$ cat config.mk
export PLATFORM = sky130hd
export DESIGN_NAME = alu_arbiter
export DESIGN_NICKNAME = d
export VERILOG_FILES = /design/src/rtl/alu_pkg.sv /design/src/rtl/rr_arb2.sv /design/src/rtl/alu_arbiter.sv
export SDC_FILE = /design/constraint.sdc
export NUM_CORES = 1
export LEC_CHECK = 0
export ABC_AREA = 1
export CAP_MARGIN = 40
export CORE_ASPECT_RATIO = 0.9
export CORE_MARGIN = 2
export CORE_UTILIZATION = 24
export DETAILED_ROUTE_END_ITERATION = 16
export HOLD_SLACK_MARGIN = 0.02
export SYNTH_ARGS = -nofsm -noshare
export SYNTH_HDL_FRONTEND = slang
export SYNTH_SLANG_ARGS = --single-unit
$ cat constraint.sdc
create_clock -name clk -period 3.65 [get_ports clk]
set_input_delay 0.365 -clock clk [delete_from_list [all_inputs] [get_ports clk]]
set_output_delay 0.365 -clock clk [all_outputs]
set_load 0.02 [all_outputs]
$ cat src/rtl/alu_pkg.sv
// Shared definitions for the two-requester ALU arbiter: opcodes, FSM states, default widths.
package alu_pkg;

  localparam int WIDTH = 32;
  localparam int OP_W  = 3;

  localparam logic [2:0] ALU_ADD     = 3'b000;
  localparam logic [2:0] ALU_SUB     = 3'b001;
  localparam logic [2:0] ALU_AND     = 3'b010;
  localparam logic [2:0] ALU_OR      = 3'b011;
  localparam logic [2:0] ALU_XOR     = 3'b100;
  localparam logic [2:0] ALU_SLL     = 3'b101;
  localparam logic [2:0] ALU_SRL     = 3'b110;
  localparam logic [2:0] ALU_ILLEGAL = 3'b111;

  typedef enum logic [1:0] {
    S_IDLE = 2'd0,
    S_EXEC = 2'd1,
    S_RESP = 2'd2
  } state_t;

endpackage

$ cat src/rtl/rr_arb2.sv
// Two-way round-robin grant: a lone requester always wins, a tie goes to the
// port that was not granted last. Purely combinational, one-hot output.
module rr_arb2 (
  input  logic [1:0] req,
  input  logic       last_owner,
  output logic [1:0] grant
);

  for (genvar gi = 0; gi < 2; gi++) begin : g_grant
    localparam logic ME = 1'(gi);
    assign grant[gi] = req[gi] & (~req[1-gi] | (last_owner != ME));
  end

endmodule

$ cat src/rtl/alu_arbiter.sv
// Shares one combinational ALU between two valid/ready requesters, one operation
// in flight at a time: IDLE accepts, EXEC drives the ALU, RESP holds the result.
module alu_arbiter
  import alu_pkg::*;
#(
  parameter int WIDTH = alu_pkg::WIDTH,
  parameter int OP_W  = alu_pkg::OP_W
) (
  input  logic             clk,
  input  logic             rst,
  input  logic             p0_req_valid,
  output logic             p0_req_ready,
  input  logic [WIDTH-1:0] p0_req_a,
  input  logic [WIDTH-1:0] p0_req_b,
  input  logic [OP_W-1:0]  p0_req_op,
  output logic             p0_rsp_valid,
  input  logic             p0_rsp_ready,
  output logic [WIDTH-1:0] p0_rsp_result,
  output logic             p0_rsp_err,
  input  logic             p1_req_valid,
  output logic             p1_req_ready,
  input  logic [WIDTH-1:0] p1_req_a,
  input  logic [WIDTH-1:0] p1_req_b,
  input  logic [OP_W-1:0]  p1_req_op,
  output logic             p1_rsp_valid,
  input  logic             p1_rsp_ready,
  output logic [WIDTH-1:0] p1_rsp_result,
  output logic             p1_rsp_err,
  output logic [WIDTH-1:0] alu_a,
  output logic [WIDTH-1:0] alu_b,
  output logic [OP_W-1:0]  alu_op,
  input  logic [WIDTH-1:0] alu_result
);

  state_t           state_reg, state_next;
  logic             owner_reg, last_owner_reg;
  logic [WIDTH-1:0] a_reg, b_reg, result_reg;
  logic [OP_W-1:0]  op_reg;
  logic             err_reg;

  logic [1:0]       req_valid, req_ready, rsp_valid, rsp_ready, grant;
  logic [WIDTH-1:0] rsp_result [2];
  logic [1:0]       rsp_err;
  logic             accept, illegal;

  assign req_valid = {p1_req_valid, p0_req_valid};
  assign rsp_ready = {p1_rsp_ready, p0_rsp_ready};
  assign illegal   = (op_reg == OP_W'(ALU_ILLEGAL));
  assign accept    = (state_reg == S_IDLE) && (|grant);

  rr_arb2 u_rr_arb2 (
    .req        (req_valid),
    .last_owner (last_owner_reg),
    .grant      (grant)
  );

  always_comb begin
    state_next = state_reg;
    req_ready  = '0;
    rsp_valid  = '0;
    case (state_reg)
      S_IDLE: begin
        req_ready = grant;
        if (|grant) state_next = S_EXEC;
      end
      S_EXEC: state_next = S_RESP;
      S_RESP: begin
        rsp_valid = owner_reg ? 2'b10 : 2'b01;
        if (rsp_ready[owner_reg]) state_next = S_IDLE;
      end
      default: state_next = S_IDLE;
    endcase
  end

  always_ff @(posedge clk) begin
    if (rst) state_reg <= S_IDLE;
    else     state_reg <= state_next;
  end

  // last_owner resets to 1 so requester 0 wins the first tie.
  always_ff @(posedge clk) begin
    if (rst) begin
      owner_reg      <= 1'b0;
      last_owner_reg <= 1'b1;
      a_reg          <= '0;
      b_reg          <= '0;
      op_reg         <= '0;
      result_reg     <= '0;
      err_reg        <= 1'b0;
    end else begin
      if (accept) begin
        owner_reg      <= grant[1];
        last_owner_reg <= grant[1];
        a_reg          <= grant[1] ? p1_req_a  : p0_req_a;
        b_reg          <= grant[1] ? p1_req_b  : p0_req_b;
        op_reg         <= grant[1] ? p1_req_op : p0_req_op;
      end
      if (state_reg == S_EXEC) begin
        result_reg <= illegal ? '0 : alu_result;
        err_reg    <= illegal;
      end
    end
  end

  // The illegal opcode never reaches the ALU; it sees a harmless ADD instead.
  assign alu_a  = a_reg;
  assign alu_b  = b_reg;
  assign alu_op = illegal ? OP_W'(ALU_ADD) : op_reg;

  for (genvar gi = 0; gi < 2; gi++) begin : g_rsp
    assign rsp_result[gi] = rsp_valid[gi] ? result_reg : '0;
    assign rsp_err[gi]    = rsp_valid[gi] & err_reg;
  end

  assign p0_req_ready  = req_ready[0];
  assign p1_req_ready  = req_ready[1];
  assign p0_rsp_valid  = rsp_valid[0];
  assign p1_rsp_valid  = rsp_valid[1];
  assign p0_rsp_result = rsp_result[0];
  assign p1_rsp_result = rsp_result[1];
  assign p0_rsp_err    = rsp_err[0];
  assign p1_rsp_err    = rsp_err[1];

endmodule

**Word-level counts from Yosys, hierarchy flattened**

Index checks and enable logic that the tools add are counted.

- Magnitude comparators: 1
- Equality and inequality tests: 5
- Mux-type cells: 15
- Bitwise logic cells: 9
- Reduce and logical (&&, ||, !) cells: 4

Operators by type and width:

| operator | count |
|---|---|
| 32-bit 2-to-1 mux | 5 |
| 2-bit 2-to-1 mux | 5 |
| 3-bit 2-to-1 mux | 2 |
| 2-bit one-hot mux with 3 select lines | 1 |
| 1-bit AND | 4 |
| 3-bit equality test (second input constant) | 1 |
| 1-bit NOT | 3 |
| 2-bit by 1-bit equality test with 1-bit output (second input constant) | 1 |
| 2-bit equality test (second input constant) | 1 |
| 2-bit zero test | 1 |
| 1-bit by 2-bit less-than comparator with 1-bit output (second input constant) | 1 |
| 1-bit 2-to-1 mux | 2 |
| 2-bit by 1-bit != test with 1-bit output (second input constant) | 1 |
| 2-bit != test (second input constant) | 1 |
| 1-bit bitwise OR | 2 |
| 2-bit AND reduction | 1 |
| 2-bit OR reduction | 1 |
| 1-bit logical AND | 1 |

- Bits in registers: 104
- Bits of input ports: 172
- Word-level logic and storage cells: 42

**Logic depth before layout (Yosys ltp)**

- Word-level depth: 6
- Gate-level depth with buffers: 8
- Depth with buffers taken out: 6

**Cells and area by module**

From an unflattened synthesis, not the netlist that was laid out.

- Cells, all modules: 996
- Area total of the unflattened synthesis: 5587.9 sq um

By module, submodules not included:

| module | times used | cells each | area an instance (sq um) | seq. area each (sq um) |
|---|---|---|---|---|
| alu_arbiter | 1 | 992 | 5560.3 | 2082.0 |
| rr_arb2 | 1 | 4 | 27.5 | 0.0 |

**Least setup slack after synthesis**

OpenSTA, ideal clock, no wires.

- Path kind: input to output
- From: in p1_req_valid
- To: out p0_req_ready
- Arrival: 1.217 ns
- Required time: 3.285 ns
- Setup slack: 2.068 ns
- Cell stages on the path: 4
- Cells stage by stage: buf_4 > buf_2 > buf_2 > a21oi_1

- Cells in the longest elaborated chain, start to end: 4

Ends and longest elaborated chain:

| element | RTL line | RTL |
|---|---|---|
| from (decl) | alu_arbiter.sv:20 | `input logic p1_req_valid,` |
| 1-bit NOT | rr_arb2.sv:11 | `assign grant[gi] = req[gi] & (~req[1-gi] \| (last_owner != ME));` |
| 1-bit bitwise OR | rr_arb2.sv:11 |  |
| 1-bit AND | rr_arb2.sv:11 |  |
| 2-bit 2-to-1 mux | alu_arbiter.sv:61 | `case (state_reg)` |
| to (decl) | alu_arbiter.sv:12 | `output logic p0_req_ready,` |

No other way between the ends.

**Worst setup path after layout**

- From: reg state_reg[1]
- To: out p1_rsp_result[1]

- Cells in the longest elaborated chain, start to end: 3

Ends and longest elaborated chain:

| element | RTL line | RTL |
|---|---|---|
| from (decl) | alu_arbiter.sv:35 | `state_t state_reg, state_next;` |
| from (signal assigned) | alu_arbiter.sv:77 | `else state_reg <= state_next;` |
| 2-bit equality test | alu_arbiter.sv:61 |  |
| 2-bit 2-to-1 mux | alu_arbiter.sv:61 |  |
| 32-bit 2-to-1 mux | alu_arbiter.sv:111 | `assign rsp_result[gi] = rsp_valid[gi] ? result_reg : '0;` |
| to (decl) | alu_arbiter.sv:27 | `output logic [WIDTH-1:0] p1_rsp_result,` |

No other way between the ends.

==> run_results.csv <==
group,metric,value,unit
placement,hpwl,13540,um
run_status,outcome,"finished clean",
setup_path,r2r_cells,7,
pwr,power,3.426,mW
grt,track_usage,15.30,%
hold_path,hold_path_class,"flip-flop to flip-flop",
floorplan,initial_utilization,24.33,%
placement,port-buffer-count,308,
sta,max_slew_margin,49.91,%
synth,syn_avg_cell_area,5.836,um2
grt,overflow,0,
detailed_routing,drt-total-wl,18810,um
detailed_routing,vias,6237,
cts,post_cts_buffers,0,
grt,use_met1,18.56,%
cells_and_area,num-fill-cells,2451,
cells_and_area,final_nets,1375,
sta,drv_slew,0,
sta,tns,0,ps
sta,min_period,2685,ps
setup_path,slowest_stage,"clkdlybuf4s50_1",
synth,synth_nets,1105,
cts,ctsResizeCount,0,
floorplan,die_x,162.8,um
synth,ys_types,15,
cells_and_area,layout_common_cells,"nand2_1 (307), clkdlybuf4s50_1 (307), nor2_1 (204), inv_1 (108), dfxtp_1 (104)",
sta,skew,8.208,ps
detailed_routing,wl_per_cell,12.50,um
setup_path,cp_max_fo,19,
cts,numCtsBuffers,9,
setup_path,cpPeakStageDelay,620,ps
cts,holdBufCountCts,0,
detailed_routing,ant_nets,0,
cts,cts_sinks,104,
sta,post-route-period-util,73.55,%
setup_path,crit_buf_inv,3,
setup_path,cpMostUsedCell,"nor2_1",
detailed_routing,drt_iter0_markers,276,
cts,clk_path_buf_depth,2,
sta,hold_ws,466.7,ps
cts,cts_tree,"yes",
synth,synthCells,933,
pwr,peakVddDrop,0.2256,mV
detailed_routing,via_per_inst,4.144,
floorplan,core-area,22380,um2
pwr,power.leakage,3.908,nW
cells_and_area,antenna_cells,0,
sta,setup_viol,0,
sta,finalHoldViolations,0,
grt,use_met3,5.985,%
cts,cts-root-buf,"clkbuf_16",
synth,ys_ff_latch,104,
setup_path,cp-end-kind,"output pin",
grt,busiest_layer,"met2",
synth,yosysWarnings,0,
detailed_routing,route.detailed.drc,0,
grt,grt_use_met2,25.66,%
setup_path,crit_type,"flip-flop to output pin",
setup_path,cp-start-kind,"flip-flop",
cts,cts_htree_levels,3,
sta,rsz0062_at_grt,"no",
floorplan,pin_count,309,
grt,grt_pass1_wl,29240,um
grt,grt_max_degree,74,
setup_path,cp.depth,6,
floorplan,die_area,23910,um2
cts,clk_latency,350,ps
sta,tightest_slew,751.3,ps
grt,grt_pass1_vias,5686,
floorplan,core.rowCount,52,
placement,gp_congestion,0.7483,
hold_path,min_path_cells,2,
detailed_routing,first_pass_iters,4,
flow_run,max_cap_viol_count,0,
setup_path,required,3280,ps
pwr,power_density,379.0,nW/um2
cts,clk_pin_slew,70,ps
cells_and_area,syn_to_final_growth,65.97,%
sta,max_freq,372.5,MHz
cells_and_area,drive_gt1_share,3.063,%
grt,antenna_found_initial,0,
setup_path,worstPathCellList,"inv_1, nor2_1, nand2_1, buf_8, nor2_1, clkdlybuf4s50_1",
floorplan,chipHeight,146.9,um
synth,ys_seq_area_share,38.24,%
setup_path,worstPathArrival,2320,ps
synth,synth_area,5445,um2
setup_path,crit_family,"buffers and inverters",
[tightest hold or removal path, stage by stage, from the launching register on]
cell and delay, ps:
dfxtp_1 310, nand2_1 60, a21oi_1 50
[kinds of logic after synthesis]
family                 Yosys count  share of synthesized area (%)
DFF                            104                          38.24
and+or+nand+nor                618                          45.06
buffers and inverters          172                          12.91
AOI/OAI and AO/OA               39                          3.791
[metrics by stage]
| stage | instances | utilization, % | cell area [um2] | setup slack [ps] |
|---|---|---|---|---|
| 6_report | 1505 | 40.38 | 9037 | 965.5 |
| 4_1_cts | 1505 | 40.38 | 9037 | 932.0 |
| 3_5_place_dp | 1489 | 38.97 | 8722 | 1282 |
| 5_1_grt | 1505 | 40.38 | 9037 | 748.1 |
| 3_3_place_gp | 1487 | 38.84 | 8692 | 1110 |
| 2_1_floorplan | 933 | - | 5445 | 2068 |
[cells in the mapped netlist]
cell / count / area [um2]
dfxtp_1: 104 / 2082
buf_1: 5 / 18.77
clkinv_1: 1 / 3.750
inv_1: 108 / 405.4
o21ai_0: 1 / 5.000
nor2_2: 2 / 12.51
o21ai_4: 1 / 16.27
a21oi_1: 37 / 185.2
nand2_1: 309 / 1160
nand3_1: 103 / 515.5
buf_2: 22 / 110.1
buf_4: 8 / 60.06
inv_2: 1 / 3.750
nor2_1: 204 / 765.7
clkbuf_1: 27 / 101.4
[routing by layer]
metal | vias to the layer above | wire [um]
met5 | - | 0
met4 | 0 | 252
met3 | 21 | 1804
met2 | 204 | 8559
met1 | 2688 | 8188
li1 | 3324 | -
[final timing paths]
| path | to | slack, ps | startpoint |
|---|---|---|---|
| setup / recovery | p1_rsp_result[1] | 970 | state_reg[1]$_SDFFE_PP0P_ |
| hold / removal | result_reg[26]$_SDFFE_PP0N_ | 470 | result_reg[26]$_SDFFE_PP0N_ |
| setup reg to reg | alu_a[29]$_SDFFE_PP0P_ | 1930 | last_owner_reg$_SDFFE_PP1P_ |
| hold reg to reg | result_reg[26]$_SDFFE_PP0N_ | 470 | result_reg[26]$_SDFFE_PP0N_ |
[cell type report]
cell class | instances | area (um2) | area share (%)
clock inverter | 6 | 76.32 | 0.8445
timing repair buffer | 321 | 3191 | 35.30
multi-input combinational | 657 | 2665 | 29.49
sequential | 104 | 2082 | 23.04
inverter | 110 | 412.9 | 4.569
tap | 297 | 371.6 | 4.112
clock buffer | 10 | 239.0 | 2.644
[where the power goes]
group	internal [mW]	switching (mW)
combinational	0.499	0.575
clock	0.562	0.469
sequential	1.26	0.0622
total	2.32	1.11
(Power assumes the default switching activity.)
